==> src/rtl/switch_debounce.sv <==
// Switch conditioner: 2-FF synchronizer per bit, a shared sampling-tick
// prescaler, and a per-bit stability filter that accepts a new level after
// STABLE_TICKS consecutive tick samples differing from the current output.
//
// Ports
//   iClk      system clock
//   iRst      asynchronous active-high reset
//   iSwitch   raw asynchronous switch levels
//   oSwitch   debounced levels
//   oRise     one-cycle pulse per bit on an accepted 0->1
//   oFall     one-cycle pulse per bit on an accepted 1->0
//   oChanged  one-cycle pulse when any bit is accepted
//   oTick     one-cycle sample-tick pulse
module switch_debounce #(
  parameter int unsigned WIDTH        = 8,
  parameter int unsigned TICK_DIV     = 1_000_000,
  parameter int unsigned STABLE_TICKS = 2
) (
  input  logic             iClk,
  input  logic             iRst,
  input  logic [WIDTH-1:0] iSwitch,
  output logic [WIDTH-1:0] oSwitch,
  output logic [WIDTH-1:0] oRise,
  output logic [WIDTH-1:0] oFall,
  output logic             oChanged,
  output logic             oTick
);

  localparam int unsigned PW = (TICK_DIV > 1) ? $clog2(TICK_DIV) : 1;
  localparam int unsigned CW = $clog2(STABLE_TICKS + 1);

  localparam logic [PW-1:0] PRESC_LAST = PW'(TICK_DIV - 1);
  localparam logic [CW-1:0] CNT_LAST   = CW'(STABLE_TICKS - 1);

  logic [PW-1:0]           presc_q, presc_d;
  logic                    tick_q, tick_d;
  logic [WIDTH-1:0]        s1_q, s2_q;
  logic [WIDTH-1:0][CW-1:0] cnt_q, cnt_d;
  logic [WIDTH-1:0]        sw_q, sw_d;
  logic [WIDTH-1:0]        rise_q, rise_d;
  logic [WIDTH-1:0]        fall_q, fall_d;
  logic                    chg_q, chg_d;

  // Prescaler: wraps at TICK_DIV-1; the tick is registered one edge later.
  always_comb begin
    presc_d = presc_q + PW'(1);
    tick_d  = 1'b0;
    if (presc_q == PRESC_LAST) begin
      presc_d = '0;
      tick_d  = 1'b1;
    end
  end

  // Per-bit filter, only advanced on edges where the tick is high.
  // Strobes default to 0 so they last exactly one cycle.
  always_comb begin
    sw_d   = sw_q;
    cnt_d  = cnt_q;
    rise_d = '0;
    fall_d = '0;
    if (tick_q) begin
      for (int unsigned i = 0; i < WIDTH; i++) begin
        if (s2_q[i] == sw_q[i]) begin
          cnt_d[i] = '0;
        end else if (cnt_q[i] == CNT_LAST) begin
          sw_d[i]   = s2_q[i];
          cnt_d[i]  = '0;
          rise_d[i] = s2_q[i];
          fall_d[i] = ~s2_q[i];
        end else begin
          cnt_d[i] = cnt_q[i] + CW'(1);
        end
      end
    end
    chg_d = |(rise_d | fall_d);
  end

  // State registers.
  always_ff @(posedge iClk or posedge iRst) begin
    if (iRst) begin
      presc_q <= '0;
      tick_q  <= 1'b0;
      s1_q    <= '0;
      s2_q    <= '0;
      cnt_q   <= '0;
      sw_q    <= '0;
      rise_q  <= '0;
      fall_q  <= '0;
      chg_q   <= 1'b0;
    end else begin
      presc_q <= presc_d;
      tick_q  <= tick_d;
      s1_q    <= iSwitch;
      s2_q    <= s1_q;
      cnt_q   <= cnt_d;
      sw_q    <= sw_d;
      rise_q  <= rise_d;
      fall_q  <= fall_d;
      chg_q   <= chg_d;
    end
  end

  assign oSwitch  = sw_q;
  assign oRise    = rise_q;
  assign oFall    = fall_q;
  assign oChanged = chg_q;
  assign oTick    = tick_q;

endmodule

==> config.mk <==
export PLATFORM = sky130hd
export DESIGN_NAME = switch_debounce
export DESIGN_NICKNAME = d
export VERILOG_FILES = /design/src/rtl/switch_debounce.sv
export SDC_FILE = /design/constraint.sdc
export NUM_CORES = 1
export LEC_CHECK = 0
export BUFFER_PORTS_ARGS = -buffer_cell sky130_fd_sc_hd__buf_2
export CAP_MARGIN = 20
export CELL_PAD_IN_SITES_DETAIL_PLACEMENT = 0
export CELL_PAD_IN_SITES_GLOBAL_PLACEMENT = 1
export CORE_MARGIN = 2
export CORE_UTILIZATION = 46
export CTS_CLUSTER_SIZE = 8
export DETAILED_ROUTE_END_ITERATION = 6
export PLACE_DENSITY_LB_ADDON = 0.1
export SLEW_MARGIN = 5
export SYNTH_ARGS = -nofsm -noshare
export SYNTH_HDL_FRONTEND = slang
export SYNTH_SLANG_ARGS = --single-unit
==> constraint.sdc <==
create_clock -name iClk -period 3.1 [get_ports iClk]
set_input_delay 0.31 -clock iClk [delete_from_list [all_inputs] [get_ports iClk]]
set_output_delay 0.31 -clock iClk [all_outputs]
set_load 0.1 [all_outputs]
==> results.yml <==
outcome:
  status: "finished clean"
synth:
  synth_area_leaders: "dfrtp_1 64%, mux2_2 5.2%, xnor2_1 4.3%"
  ys_top_cells_by_count: "78 x dfrtp_1, 24 x nor2_1, 15 x xnor2_1"
  yosysMostFrequentCell: "dfrtp_1"
  ys_ff_latch: 78
  syn_avg_cell_area_um2: 12.8
  syn-num-nets: 250
  synthFlopType: "dfrtp_1"
  syn_area_mm2: 0.00305
  yosysTopAreaCellShare_pct: 64.0
  syn_inst: 239
  synth-seq-area-share_pct: 64.0
  synth_cell_type_count: 35
  async_reset_ff_share_pct: 100
  synth_edf_count: 0
  ys_warn_count: 0
  yosysTopAreaCell: "dfrtp_1"
routing:
  drcViolationCount: 0
  ant_nets: 0
  vias: 1848
  first_pass_iters: 4
  finalWirelength_mm: 4.70
  dr.first_iter.drc_count: 85
  wire_per_inst_um: 12.8
  viasPerCell: 5.04
clock_tree:
  clk_latency_ns: 0.34
  clockRootBuffer: "clkbuf_8"
  clock-sinks: 78
  clkTransAtPathRegs_ns: 0.07
  cts_buffer_depth: 2
  ctsResizeCount: 0
  htreeDepth: 3
  cts_inserted_buffers: 9
  cts_tree: "yes"
  cts_hold_buf: 1
  cts_setup_buffers: 0
sta:
  max_freq_ghz: 0.494
  rsz0062_at_grt: "false"
  max-slew-margin-rel_pct: 50.6
  min_period_ns: 2.03
  worst_slack_ns: 1.07
  finalSetupViolations: 0
  maxSlewViolCount: 0
  timing_hold_violations_final: 0
  worstMarginPinSlew_ns: 0.741
  finalClockSkew_ns: 0.00684
  period_share_pct: 65.3
  fin_setup_tns_ns: 0
placement:
  numPortBuffers: 35
  dp_slack_ns: 1.23
  dp_hpwl_mm: 3.31
  routabilityCongestion: 0.728
global_route:
  antenna_found_initial: 0
  use_met2_pct: 21.9
  grt_max_degree: 33
  gr-usage-met3_pct: 6.91
  busiest_layer: "met2"
  grt_pass1_vias: 1812
  use_met1_pct: 20.2
  grt.total_usage_pct: 15.2
  grt_overflow_total: 0
  grt_pass1_wl_mm: 8.38
setup_path:
  critical_path_arrival_ns: 1.72
  cpMaxStageDelayCell: "dfrtp_1"
  critPathKind: "reg -> out"
  path_cells: "buf_2"
  cp_slowest_stage_delay_ns: 0.82
  critPathTopFamily: "flip-flops"
  reg2regPathDepth: 3
  reg2reg_setup_slack_ns: 1.25
  cp-end-kind: "primary output"
  r2r-start: "oTick$_DFF_PP0_"
  timing.rr.end: "oSwitch[4]$_DFFE_PP0P_"
  required_ns: 2.79
  path_buf_inv: 1
  worst-path-max-fanout: 25
  cp-start-kind: "register"
die:
  num_io_pins: 36
  die_width_um: 85.4
  start_util_pct: 47.8
  core_mm2: 0.00639
  rows: 29
  die_h_um: 85.4
  die_area_mm2: 0.00730
finish:
  nNetsFinal: 296
  area_delta_synth_final_pct: 15.6
  drive_gt1_share_pct: 25.2
  antenna_cells: 0
  final_util_pct: 55.2
power:
  ir_worst_vdd_v: 0.000432
  powerDensity_mw_per_mm2: 513
  power_leakage_nw: 1.76
hold_path:
  min_to: "s1_q[7]$_DFF_PP0_"
  hp-start: "iSwitch[7]"
  hold_class: "in -> reg"
  holdPathStages: 1
job:
  max_cap_violations: 0
## worst max-delay path by stage
| stage | endpoint | start | depth (start not counted) |
|---|---|---|---|
| final | oTick | oTick$_DFF_PP0_ | 1 |
| after global routing | oTick | oTick$_DFF_PP0_ | 1 |
| after CTS | oTick | oTick$_DFF_PP0_ | 1 |
| after detailed placement | oSwitch[4]$_DFFE_PP0P_ | oTick$_DFF_PP0_ | 3 |
| after global placement | oSwitch[4]$_DFFE_PP0P_ | oTick$_DFF_PP0_ | 3 |
| after floorplan | cnt_q[0]$_DFFE_PP0P_ | iRst | 1 |
## state kept, by name, summed over array words and instances, names as in the netlist
signal and cells:
presc_q 20, cnt_q 16, oFall 8, oRise 8
oSwitch 8, s1_q 8, s2_q 8, oChanged 1
oTick 1
## per-layer routing
layer | up-vias | routed length (µm)
met5 | - | 0
met4 | 0 | 61
met3 | 4 | 210
met2 | 29 | 2150
met1 | 878 | 2280
li1 | 937 | -
## per-stage QoR
step	cells	power [mW]	hold slack, ns	area, µm²
global placement	350	1.09	0.304	3320
floorplan	239	1.08	0.331	3050
detailed placement	350	1.09	0.305	3320
global route	367	1.89	0.0392	3530
finish	367	1.81	0.0708	3530
CTS	367	1.84	0.0538	3530
## cells by family after synthesis
group           count (synthesis)  share of synthesized area [%]
compound gates                 12                           2.01
simple gates                  105                           20.8
buf+inv                         6                          0.779
fa+ha+maj                       1                          0.410
flops                          78                           64.0
xor+xnor                       21                           6.03
mux                            16                           5.99
## cell usage in the layout (no fill, tap or decap), drive strengths merged
cell / n
ha: 1
buf: 37
nand3b: 2
dlygate4sd3: 1
nand2: 12
or3: 1
and3: 4
xor2: 6
nor4b: 1
nand2b: 2
nor3b: 1
nor2b: 2
inv: 3
nor2: 24
clkbuf: 13
o21ai: 9
nor4: 15
mux2: 15
bufinv: 1
and4: 3
dfrtp: 78
a31oi: 1
or3b: 1
nor3: 11
or4: 1
clkinv: 2
nor4bb: 1
and2: 14
nand3: 5
xnor2: 15
nand4: 5
a21oi: 2
mux2i: 1
## report_power, final
part           leakage, nW  total, mW  internal, mW  switching (mW)
logic                0.625     0.0370        0.0113          0.0257
clock network       0.0976      0.736         0.395           0.341
registers             1.04       1.03          1.03         0.00726
total                 1.76       1.81          1.43           0.374
## area by class of cell
cell class | instances | area, µm²
flip-flops and latches | 78 | 1950
fillers | 558 | 2860
clock inverters | 3 | 43.8
multi-input cells | 155 | 1070
repair buffers | 38 | 200
well taps | 77 | 96.3
inverters | 3 | 11.3
clock buffers | 13 | 149
No activity file was read; power rests on OpenSTA's default activity.
